===== src/rtl/axis_multipass_frame_sequencer.sv =====
// rtl/axis_multipass_frame_sequencer.sv - replays one upstream frame NUM_PASSES times into a stream core
// TLAST is regenerated from an internal beat counter; a 2-entry skid buffer isolates core backpressure.
module axis_multipass_frame_sequencer #(
   parameter int DATA_W     = 32,
   parameter int IMG_W      = 512,
   parameter int IMG_H      = 512,
   parameter int NUM_PASSES = 2,
   parameter int GAP_CYCLES = 1,
   parameter int CNT_W      = 20
) (
   input  logic              ACLK,
   input  logic              ARESETn,
   input  logic              enable,
   input  logic [DATA_W-1:0] S_AXIS_TDATA,
   input  logic              S_AXIS_TVALID,
   input  logic              S_AXIS_TLAST,
   output logic              S_AXIS_TREADY,
   output logic [DATA_W-1:0] M_AXIS_TDATA,
   output logic              M_AXIS_TVALID,
   output logic              M_AXIS_TLAST,
   input  logic              M_AXIS_TREADY,
   output logic [3:0]        pass_id,
   output logic              seq_done,
   output logic              tlast_err
);

   localparam logic [CNT_W-1:0] LAST_BEAT = CNT_W'(IMG_W * IMG_H - 1);
   localparam logic [3:0]       LAST_PASS = 4'(NUM_PASSES - 1);
   localparam logic [7:0]       GAP_LAST  = 8'(GAP_CYCLES - 1);

   typedef enum logic [1:0] {S_IDLE, S_STREAM, S_GAP, S_DRAIN} state_t;

   state_t            state, state_nxt;
   logic [CNT_W-1:0]  beat_cnt;
   logic [7:0]        gap_cnt;
   logic [3:0]        pass_r;
   logic              err_r;
   logic              s_ready_r;
   logic [DATA_W-1:0] buf_data [2];
   logic [1:0]        buf_last;
   logic              wr_ptr, rd_ptr;
   logic [1:0]        count, count_nxt;
   logic              push, pop, last_beat, start, pass_adv;

   assign push      = S_AXIS_TVALID & s_ready_r;
   assign pop       = (count != 2'd0) & M_AXIS_TREADY;
   assign last_beat = (beat_cnt == LAST_BEAT);
   assign count_nxt = count + {1'b0, push} - {1'b0, pop};

   always_ff @(posedge ACLK or negedge ARESETn) begin
      if (!ARESETn) state <= S_IDLE;
      else          state <= state_nxt;
   end

   always_comb begin
      state_nxt = state;
      start     = 1'b0;
      pass_adv  = 1'b0;
      seq_done  = 1'b0;
      case (state)
         S_IDLE: begin
            if (enable) begin
               state_nxt = S_STREAM;
               start     = 1'b1;
            end
         end
         S_STREAM: begin
            if (push && last_beat) begin
               if (pass_r == LAST_PASS)  state_nxt = S_DRAIN;
               else if (GAP_CYCLES == 0) pass_adv  = 1'b1;
               else                      state_nxt = S_GAP;
            end
         end
         S_GAP: begin
            if (gap_cnt == GAP_LAST) begin
               state_nxt = S_STREAM;
               pass_adv  = 1'b1;
            end
         end
         S_DRAIN: begin
            if (count == 2'd0) begin
               seq_done  = 1'b1;
               state_nxt = S_IDLE;
            end
         end
         default: state_nxt = S_IDLE;
      endcase
   end

   // Ready looks at next state and next occupancy so a registered ready can never overfill the buffer.
   always_ff @(posedge ACLK or negedge ARESETn) begin
      if (!ARESETn) begin
         beat_cnt  <= '0;
         gap_cnt   <= 8'd0;
         pass_r    <= 4'd0;
         err_r     <= 1'b0;
         s_ready_r <= 1'b0;
      end else begin
         s_ready_r <= (state_nxt == S_STREAM) & enable & (count_nxt < 2'd2);
         gap_cnt   <= (state == S_GAP) ? gap_cnt + 8'd1 : 8'd0;
         if (start) begin
            beat_cnt <= '0;
            pass_r   <= 4'd0;
            err_r    <= 1'b0;
         end else begin
            if (push) begin
               beat_cnt <= last_beat ? '0 : beat_cnt + 1'b1;
               if (S_AXIS_TLAST != last_beat) err_r <= 1'b1;
            end
            if (pass_adv) pass_r <= pass_r + 4'd1;
         end
      end
   end

   always_ff @(posedge ACLK or negedge ARESETn) begin
      if (!ARESETn) begin
         wr_ptr      <= 1'b0;
         rd_ptr      <= 1'b0;
         count       <= 2'd0;
         buf_data[0] <= '0;
         buf_data[1] <= '0;
         buf_last    <= 2'b00;
      end else begin
         if (push) begin
            buf_data[wr_ptr] <= S_AXIS_TDATA;
            buf_last[wr_ptr] <= last_beat;
            wr_ptr           <= ~wr_ptr;
         end
         if (pop) rd_ptr <= ~rd_ptr;
         count <= count_nxt;
      end
   end

   assign M_AXIS_TVALID = (count != 2'd0);
   assign M_AXIS_TDATA  = M_AXIS_TVALID ? buf_data[rd_ptr] : '0;
   assign M_AXIS_TLAST  = M_AXIS_TVALID & buf_last[rd_ptr];
   assign S_AXIS_TREADY = s_ready_r;
   assign pass_id       = pass_r;
   assign tlast_err     = err_r;

endmodule


===== config.mk =====
export PLATFORM = sky130hd
export DESIGN_NAME = axis_multipass_frame_sequencer
export DESIGN_NICKNAME = d
export VERILOG_FILES = /design/src/rtl/axis_multipass_frame_sequencer.sv
export SDC_FILE = /design/constraint.sdc
export NUM_CORES = 1
export LEC_CHECK = 0
export BUFFER_PORTS_ARGS = -buffer_cell sky130_fd_sc_hd__buf_4
export CORE_ASPECT_RATIO = 1.4
export CORE_MARGIN = 2
export CORE_UTILIZATION = 40
export CTS_CLUSTER_DIAMETER = 40
export DETAILED_ROUTE_END_ITERATION = 8
export HOLD_SLACK_MARGIN = 0.1
export PLACE_DENSITY_LB_ADDON = 0.12
export SLEW_MARGIN = 20
export SYNTH_ARGS = -nofsm -noshare
export SYNTH_HDL_FRONTEND = slang
export SYNTH_SLANG_ARGS = --single-unit

===== constraint.sdc =====
create_clock -name ACLK -period 6.4 [get_ports ACLK]
set_input_delay 0 -clock ACLK [delete_from_list [all_inputs] [get_ports ACLK]]
set_output_delay 0 -clock ACLK [all_outputs]
set_load 0.01 [all_outputs]

==> flow_summary.yaml, run 1 <==
cells_and_area:
  drive_gt1_share_pct: 31.9
  layout_common_cells: "dfrtp_1 (105), buf_4 (81), nor2_1 (67), mux2_2 (64), dlygate4sd3_1 (36)"
  multi_input_area_um2: 2250
  nNetsFinal: 583
  area_growth_pct: 27.6
  seq_area_um2: 2650
  nFillCells: 1101
  mostFrequentLayoutCell: "dfrtp_1"
  instances_no_fill: 693
  num_antenna_cells: 0
yosys:
  syn_area_per_cell_um2: 11.7
  yosysUniqueCellTypes: 43
  yosysTopAreaCell: "dfrtp_1"
  syn-num-nets: 474
  synthesis.area_um2: 5020
  ys_top_cells_by_area: "dfrtp_1 (53%), mux2_2 (14%), mux2i_1 (6.6%), nor2_1 (5.1%), xor2_1 (3.1%)"
  yosys_register_bits: 106
  yosys_most_used_dff: "dfrtp_1"
  synth_edf_count: 0
  async_flop_share_pct: 100
  synth.top_cell.area_share_pct: 52.8
  synth_seq_area_share_pct: 52.8
  ys_warn_count: 0
  postSynthCellCount: 429
power_and_ir_drop:
  ir_worst_vdd_mv: 0.186
  p_leak_uw: 0.00303
  cellPowerDensity_nw_per_um2: 412
  finalPower_uw: 2640
clock_tree:
  clk_pin_slew_ns: 0.07
  cts.sinks: 106
  cts_tree: "yes"
  htreeDepth: 3
  cts-root-buf: "clkbuf_16"
  cts-resized-gates: 0
  worstSkewPairLatency_ns: 0.34
  cts_inserted_buffers: 9
  clockBufferDepth: 2
  cts_setup_buffers: 0
routing:
  antenna_left: 0
  wl_per_cell_um: 15.1
  drt_iter0_drc: 104
  vias_per_cell: 5.11
  drc: 0
  first_pass_iters: 4
  drt_wl_total_um: 10500
  vias: 3543
global_route:
  grt_pass1_vias: 3624
  grt_antenna_before_repair: 0
  track_usage_pct: 16.6
  grt-ovfl-total: 0
  grt_max_degree: 82
  grt_pass1_wl_um: 17800
floorplanning:
  initial_core_util_pct: 40.8
  fp-row-count: 48
  die_h_um: 137
  die_area_um2: 13500
  io_pins: 79
  die_x_um: 98.7
  core_area_um2: 12300
timing:
  period_share_pct: 36.9
  finClkSkew_ns: 0.00671
  setup_tns_ns: 0
  tightest_slew_ns: 1.09
  setup_viol: 0
  rsz0062_at_grt: "no"
  period_needed_ns: 2.36
  slew_headroom_pct: 27.1
  drv_slew: 0
  fmax_ghz: 0.423
  hold_violations: 0
critical_path:
  cp_data_arrival_time_ns: 2.55
  rr_worst_depth: 5
  crit_required_ns: 6.59
  start_kind: "flop"
  path_class: "flop to flop"
  cp_max_fo: 12
  r2r_slack_ns: 4.04
  reg2reg_from: "beat_cnt[11]"
  worst_r2r_endpoint: "beat_cnt[13]"
  cp-end-kind: "flop"
placed_design:
  dpl.cell_count: 641
  portBuffers: 78
  hpwl_um: 6870
  place.gp.congestion: 0.774
status:
  status: "complete, no violations"
job:
  max_cap_violations: 0
min_path:
  hold_path.class: "primary input to async pin"
[sequential cells by signal (all words and copies together) (netlist names)]
signal and count:
buf_data 64, beat_cnt 20, gap_cnt 8, pass_id 4, buf_last 2, count 2, state 2, S_AXIS_TREADY 1
rd_ptr 1, tlast_err 1, wr_ptr 1
[power by group]
group	switching (uW)	internal, uW	leakage (uW)
Combinational	420	565	0.00155
Sequential	179	905	0.00132
Clock	253	319	0.000154
Total	852	1790	0.00303
[worst max-delay path by stage]
stage               endpoint          start  cells after the start
5_1_grt         beat_cnt[13]   beat_cnt[11]                      5
3_5_place_dp    beat_cnt[13]   beat_cnt[11]                      5
6_report        beat_cnt[13]   beat_cnt[11]                      5
4_1_cts         beat_cnt[13]   beat_cnt[11]                      5
2_1_floorplan  S_AXIS_TREADY  S_AXIS_TREADY                     10
3_3_place_gp     beat_cnt[2]   beat_cnt[11]                      5
[layer usage]
layer | routed length [um] | share of wire (%) | global-route usage, % | vias up
li1 | - | - | - | 1701
met1 | 4670 | 45 | 20.8 | 1760
met2 | 5190 | 50 | 28.2 | 70
met3 | 454 | 4.3 | 4.14 | 12
met4 | 159 | 1.5 | 5.33 | 0
met5 | 0 | 0 | 0 | -
[cell usage after synthesis (all sizes together), types with 6 or more instances]
| library cell | count |
|---|---|
| a21oi | 7 |
| and3 | 6 |
| buf | 7 |
| clkbuf | 13 |
| dfrtp | 106 |
| ha | 7 |
| inv | 7 |
| mux2 | 64 |
| mux2i | 33 |
| nand2 | 20 |
| nand3 | 19 |
| nand4 | 9 |
| nor2 | 69 |
| o21ai | 8 |
| xnor2 | 7 |
| xor2 | 18 |
[what timing repair did]
| item | 4_1_cts | 5_1_grt |
|---|---|---|
| endpoints found under the hold margin | 92 | 0 |
| endpoints found under the setup margin | 0 | 0 |
| hold buffers | 36 | 0 |
[cells by family (layout without fill, tap and decap cells)]
kind of cell    count (synthesis)  after routing  synth area share [%]
xor+xnor                       25             25                  4.36
fa+ha+maj                       7              7                  1.74
buf+inv                        27            141                  2.49
mux                            97             97                  20.9
compound gates                 24             24                  3.51
flops                         106            106                  52.8
simple gates                  143            143                  14.1
[layout make-up]
type	instances	area share, %
repair buffers	118	15.3
flip-flops and latches	106	41.4
clock inverters	6	1.09
multi-input cells	296	35.1
inverters	7	0.410
clock buffers	10	3.73
well taps	150	2.93
[per-stage QoR]
step | area (um^2) | setup slack [ns] | util [%] | hold WS (ns)
6_report | 6400 | 4.04 | 52.0 | 0.0988
3_5_place_dp | 5730 | 4.00 | 46.5 | -0.0664
3_3_place_gp | 5730 | 4.13 | 46.5 | -0.0729
2_1_floorplan | 5020 | 4.30 | - | -0.296
5_1_grt | 6400 | 3.76 | 52.0 | 0.136
4_1_cts | 6400 | 3.98 | 52.0 | 0.106
[critical path: stages (launching register included)]
cell and delay, ns:
dfrtp_1 0.43, nand4_2 0.20, nor4_4 0.41, nand3_1 0.28
o21ai_1 0.74, nor2_1 0.14
Power figures use the tool's default switching activity.
==> run 2, diff against run 1 <==
==> constraint.sdc (replaced) <==
create_clock -name ACLK -period 2.3 [get_ports ACLK]
set_input_delay 0 -clock ACLK [delete_from_list [all_inputs] [get_ports ACLK]]
set_output_delay 0 -clock ACLK [all_outputs]
set_load 0.01 [all_outputs]
==> run 2 against run 1 <==
Effect of this change: clock skew shrank 0.00090 ns; sequential share of layout area shrank 0.52 points; clock-buffer cell count grew 1; maximum frequency grew 19%; critical path depth is the same; wire length grew 1.5%; sequential power grew to 2.7 times the previous value; via count is essentially flat; register-to-register slack lost 3.7 ns; sequential cell count is the same; non-clock buffer count grew 9; critical endpoint is now beat_cnt[19]; clock power grew to 2.6 times the previous value.
==> flow_summary.yaml, run 2 (synthesized netlist as in run 1, its figures left out) <==
status:
  status: "complete, no violations"
clock_tree:
  cts-resized-gates: 0
  clockBufferDepth: 2
  cts_tree: "yes"
  clk_pin_slew_ns: 0.07
  htreeDepth: 3
  cts-root-buf: "clkbuf_16"
  cts.sinks: 106
  cts_inserted_buffers: 9
  cts_setup_buffers: 0
  holdBufCountCts: 36
  worstSkewPairLatency_ns: 0.35
critical_path:
  worst_r2r_endpoint: "beat_cnt[19]"
  cp_max_fo: 9
  r2r_slack_ns: 0.32
  rr_worst_depth: 5
  path_class: "flop to flop"
  reg2reg_from: "state[1]"
  crit_required_ns: 2.54
  cp-end-kind: "flop"
  start_kind: "flop"
  cp_data_arrival_time_ns: 2.22
routing:
  wl_per_cell_um: 15.1
  drt_wl_total_um: 10600
  dr.max_layer_used: "met4"
  vias_per_cell: 5.04
  vias: 3540
  drt_iter0_drc: 77
  drc: 0
  met2WireLength_um: 5300
  wl_met1_um: 4790
  antenna_left: 0
  route.met3.wl_um: 352
  first_pass_iters: 4
floorplanning:
  core_area_um2: 12300
  die_x_um: 98.7
  die_area_um2: 13500
  io_pins: 79
  die_h_um: 137
  initial_core_util_pct: 40.8
  fp-row-count: 48
timing:
  tightest_slew_ns: 0.547
  setup_viol: 0
  slew_headroom_pct: 63.6
  finClkSkew_ns: 0.00582
  setup_tns_ns: 0
  hold_violations: 0
  drv_slew: 0
  period_share_pct: 86.1
  period_needed_ns: 1.98
  fmax_ghz: 0.505
  rsz0062_at_grt: "no"
cells_and_area:
  instances_no_fill: 702
  drive_gt1_share_pct: 32.8
  reg_top3: "buf_data (64), beat_cnt (20), gap_cnt (8)"
  mostFrequentLayoutCell: "dfrtp_1"
  area_growth_pct: 29.2
  num_antenna_cells: 0
  layout_common_cells: "dfrtp_1 (105), buf_4 (88), nor2_1 (67), mux2_2 (64), dlygate4sd3_1 (36)"
  largest_register_ffs: 64
  nNetsFinal: 592
  max_flop_register: "buf_data"
  fin_area_um2: 6480
global_route:
  grt_pass1_vias: 3696
  track_usage_pct: 16.6
  grt_pass1_wl_um: 17900
  grt_max_degree: 44
  grt-ovfl-total: 0
  grt_antenna_before_repair: 0
power_and_ir_drop:
  p_leak_uw: 0.00307
  ir_worst_vdd_mv: 0.623
  cellPowerDensity_nw_per_um2: 1130
placed_design:
  dpl.cell_count: 650
  place.gp.congestion: 0.774
  hpwl_um: 7110
  placed_cell_area_um2: 5840
  portBuffers: 78
min_path:
  hold_path.class: "primary input to async pin"
job:
  max_cap_violations: 0
-- run 2: cell type report --
cell class	instances	area, um^2
Inverter	7	26.3
Fill cell	1084	5830
Sequential cell	106	2650
Multi-Input combinational cell	296	2250
Clock buffer	11	243
Clock inverter	5	46.3
Tap cell	150	188
Timing Repair Buffer	127	1080
-- run 2: how the worst max path moves through the flow --
stage,start,to,slack (ns),depth (start not counted)
after floorplan,S_AXIS_TREADY,S_AXIS_TREADY,0.20,10
after global placement,state[1],beat_cnt[19],0.36,5
after detailed placement,state[1],beat_cnt[19],0.32,5
after CTS,state[1],beat_cnt[19],0.32,5
after global routing,S_AXIS_TREADY,S_AXIS_TREADY,0.18,8
final,state[1],beat_cnt[19],0.32,5
-- run 2: per-stage QoR --
stage	total power, uW	util (%)	setup WS, ns	hold slack [ns]
after global placement	5750	47.4	0.360	0.00938
after global routing	7800	52.7	0.179	0.218
after floorplan	4610	-	0.201	-0.296
after CTS	7420	52.7	0.316	0.191
final	7310	52.7	0.320	0.174
after detailed placement	5850	47.4	0.324	0.0227
-- run 2: critical path: stages (launching register included) --
cell and delay [ns]:
dfrtp_1 0.45, or3b_1 0.56, a2111oi_4 0.48, nand4_1 0.15, xor2_1 0.18, nor2_2 0.04
-- run 2: routing by layer --
layer / up-vias / global-route usage, %
li1: 1719 / -
met5: - / 0
met1: 1750 / 21.1
met4: 0 / 6.62
met2: 59 / 28.3
met3: 12 / 2.60
-- run 2: power by group --
| part | internal, uW | total, uW | switching, uW |
|---|---|---|---|
| Sequential | 2520 | 2910 | 392 |
| Combinational | 1600 | 2900 | 1290 |
| Clock | 783 | 1500 | 715 |
| Total | 4910 | 7310 | 2400 |
==> run 3, diff against run 2 <==
--- a/config.mk
+++ b/config.mk
@@ -5,6 +5,7 @@
 export SDC_FILE = /design/constraint.sdc
 export NUM_CORES = 1
 export LEC_CHECK = 0
+export ABC_AREA = 1
 export BUFFER_PORTS_ARGS = -buffer_cell sky130_fd_sc_hd__buf_4
 export CORE_ASPECT_RATIO = 1.4
 export CORE_MARGIN = 2
@@ -13,6 +14,7 @@
 export DETAILED_ROUTE_END_ITERATION = 8
 export HOLD_SLACK_MARGIN = 0.1
 export PLACE_DENSITY_LB_ADDON = 0.12
+export RECOVER_POWER = 25
 export SLEW_MARGIN = 20
 export SYNTH_ARGS = -nofsm -noshare
 export SYNTH_HDL_FRONTEND = slang
==> constraint.sdc (replaced) <==
create_clock -name ACLK -period 2.1 [get_ports ACLK]
set_input_delay 0 -clock ACLK [delete_from_list [all_inputs] [get_ports ACLK]]
set_output_delay 0 -clock ACLK [all_outputs]
set_load 0.01 [all_outputs]
==> run 3 against run 2 <==
Effect of this change: global-route usage is 1.7 points higher; critical path type unchanged; register-to-register slack worse by 0.09 ns; power is 3.3% higher; sequential power is 5% higher; non-clock buffer count is 4 lower; via count is 26% higher; wire length is 13% higher.
==> flow_summary.yaml, run 3 <==
status:
  status: "complete, no violations"
clock_tree:
  cts-root-buf: "clkbuf_16"
  cts.sinks: 106
  worstSkewPairLatency_ns: 0.34
  clockBufferDepth: 2
  cts_setup_buffers: 0
  htreeDepth: 3
  clk_pin_slew_ns: 0.07
  cts_inserted_buffers: 9
  cts-resized-gates: 0
  cts_tree: "yes"
routing:
  wl_met1_um: 5600
  dr.max_layer_used: "met4"
  drc: 0
  antenna_left: 0
  met2WireLength_um: 5820
  route.met3.wl_um: 422
  drt_wl_total_um: 12000
  drt_iter0_drc: 174
  vias: 4464
  vias_per_cell: 4.98
  wl_per_cell_um: 13.4
  first_pass_iters: 4
floorplanning:
  initial_core_util_pct: 41.2
  fp-row-count: 48
  die_x_um: 99.4
  io_pins: 79
  die_area_um2: 13700
  die_h_um: 138
  core_area_um2: 12400
yosys:
  synthMuxAreaShare_pct: 0.221
  syn-num-nets: 677
  synthesis.area_um2: 5090
  synth_edf_count: 0
  synth_simple_gate_area_share_pct: 22.4
  yosysTopAreaCell: "dfrtp_1"
  ys_warn_count: 0
  synth_seq_area_share_pct: 52.1
  synth-adder-area-share_pct: 1.72
  yosysUniqueCellTypes: 33
  yosys_most_used_dff: "dfrtp_1"
  synthXorXnorAreaFrac_pct: 1.72
  async_flop_share_pct: 100
  synth_top_family_by_area: "simple AND/OR/NAND/NOR gates"
  yosys_register_bits: 106
  syn_area_per_cell_um2: 8.06
  synth_commonest_cells: "nand2_1 (171), dfrtp_1 (106), o21ai_0 (80)"
  synth.top_cell.area_share_pct: 52.1
  synth-compound-area-share_pct: 13.8
  yosysMostFrequentCell: "nand2_1"
  postSynthCellCount: 632
  ys_top_cells_by_area: "dfrtp_1 (52%), nand2_1 (13%), o21ai_0 (7.9%), inv_1 (5.5%), a21oi_1 (5.2%)"
power_and_ir_drop:
  ir_worst_vdd_mv: 0.471
  finalPower_uw: 7550
  cellPowerDensity_nw_per_um2: 1160
  p_leak_uw: 0.00321
global_route:
  grt_pass1_vias: 4285
  grt_pass1_wl_um: 20200
  grt_antenna_before_repair: 0
  track_usage_pct: 18.3
  grt-ovfl-total: 0
  grt_max_degree: 68
placed_design:
  hpwl_um: 7850
  dpl.cell_count: 843
  place.gp.congestion: 0.870
  portBuffers: 78
  placed_cell_area_um2: 5840
min_path:
  hold_path.class: "primary input to async pin"
critical_path:
  critPathSlowestCell: "dfrtp_1"
  slowest_delay_ns: 0.39
  reg2reg_from: "count[1]"
  crit_buf_inv: 2
  path_class: "flop to flop"
  cp_top_family: "XOR/XNOR gates"
  cp_data_arrival_time_ns: 2.15
  r2r_slack_ns: 0.23
  cp_max_fo: 2
  start_kind: "flop"
  rr_worst_depth: 11
  crit_required_ns: 2.39
  worst_r2r_endpoint: "S_AXIS_TREADY"
  crit_start: "count[1]"
  cp-endpoint: "S_AXIS_TREADY"
  path_cells: "nor2_2 -> nor2_1 -> ha_1 -> inv_1 -> ha_1 -> xor2_1 -> xor2_1 -> nand2_1 -> nor2_1 -> nand2_1 -> inv_1"
  path_depth: 11
  cp-end-kind: "flop"
cells_and_area:
  mostFrequentLayoutCell: "nand2_1"
  layout_common_cells: "nand2_1 (170), dfrtp_1 (106), o21ai_0 (80), buf_4 (80), inv_1 (75)"
  num_antenna_cells: 0
  instances_no_fill: 896
  multi_input_area_um2: 2040
  area_growth_pct: 27.2
  drive_gt1_share_pct: 16.0
  seq_area_um2: 2650
  fin_area_um2: 6480
  reg_top3: "buf_data (64), beat_cnt (20), gap_cnt (8)"
  max_flop_register: "buf_data"
  nNetsFinal: 786
  nFillCells: 1190
  largest_register_ffs: 64
timing:
  tightest_slew_ns: 1.03
  setup_viol: 0
  slew_headroom_pct: 31.4
  setup_tns_ns: 0
  drv_slew: 0
  period_share_pct: 88.9
  period_needed_ns: 1.87
  rsz0062_at_grt: "no"
  finClkSkew_ns: 0.00599
  fmax_ghz: 0.536
  hold_violations: 0
job:
  max_cap_violations: 0
## run 3: cell types whose count changed in the layout (fill, tap and decap cells not counted), sizes merged, moves of 25 or more
| cell | before | now |
|---|---|---|
| a21oi | 7 | 53 |
| inv | 9 | 79 |
| mux2 | 64 | 1 |
| mux2i | 33 | 0 |
| nand2 | 20 | 177 |
| nor2 | 69 | 44 |
| o21ai | 8 | 83 |
## run 3: worst min path at each step
stage	from	cells past startpoint	slack, ns	to
6_report	ARESETn	2	0.35	buf_data[7]
3_5_place_dp	ARESETn	1	0.02	buf_data[38]
4_1_cts	ARESETn	2	0.19	buf_data[38]
2_1_floorplan	ARESETn	0	-0.30	S_AXIS_TREADY
5_1_grt	ARESETn	2	0.44	buf_data[7]
3_3_place_gp	ARESETn	1	0.01	buf_data[7]
## run 3: worst reg2reg max path, stage by stage, from the launching register on
cell and delay (ns):
dfrtp_1 0.39, nor2_2 0.13, nor2_1 0.07, ha_1 0.29, inv_1 0.06, ha_1 0.14, xor2_1 0.22, xor2_1 0.23
nand2_1 0.07, nor2_1 0.10, nand2_1 0.06, inv_1 0.05
## run 3: layout make-up
class / instances / area share (%)
repair buffers: 123 / 15.7
inverters: 78 / 4.56
well taps: 150 / 2.90
flip-flops and latches: 106 / 40.9
clock inverters: 5 / 0.560
multi-input cells: 423 / 31.5
clock buffers: 11 / 3.90
## run 3: kinds of logic after synthesis
logic type	Yosys count
adders and majority gates	7
AOI/OAI and AO/OA	139
xor gates and xnor gates	10
buffers and inverters	103
and+or+nand+nor	266
muxes	1
DFF	106
## run 3: timing repair
action	in CTS	in global routing
hold buffers	37	0
endpoints found under the setup margin	0	0
endpoints found under the hold margin	109	0
## run 3: through the flow
step           util (%)  worst slack [ns]  hold slack (ns)
6_report           52.4             0.233            0.354
5_1_grt            52.4             0.102            0.442
4_1_cts            52.6             0.262            0.189
3_5_place_dp       47.2             0.290           0.0229
3_3_place_gp       47.2             0.337           0.0141
2_1_floorplan         -             0.141           -0.296
## run 3: where the power goes
part           leakage [uW]  total, uW  internal, uW  switching, uW
sequential          0.00140       3060          2700            360
combinational       0.00168       2840          1200           1640
clock              0.000134       1650           873            775
## run 3: routing by layer
metal | up-vias | global-route usage [%]
met5 | - | 0
met4 | 0 | 5.71
met3 | 15 | 2.89
met2 | 84 | 31.1
met1 | 2134 | 24.0
li1 | 2231 | -
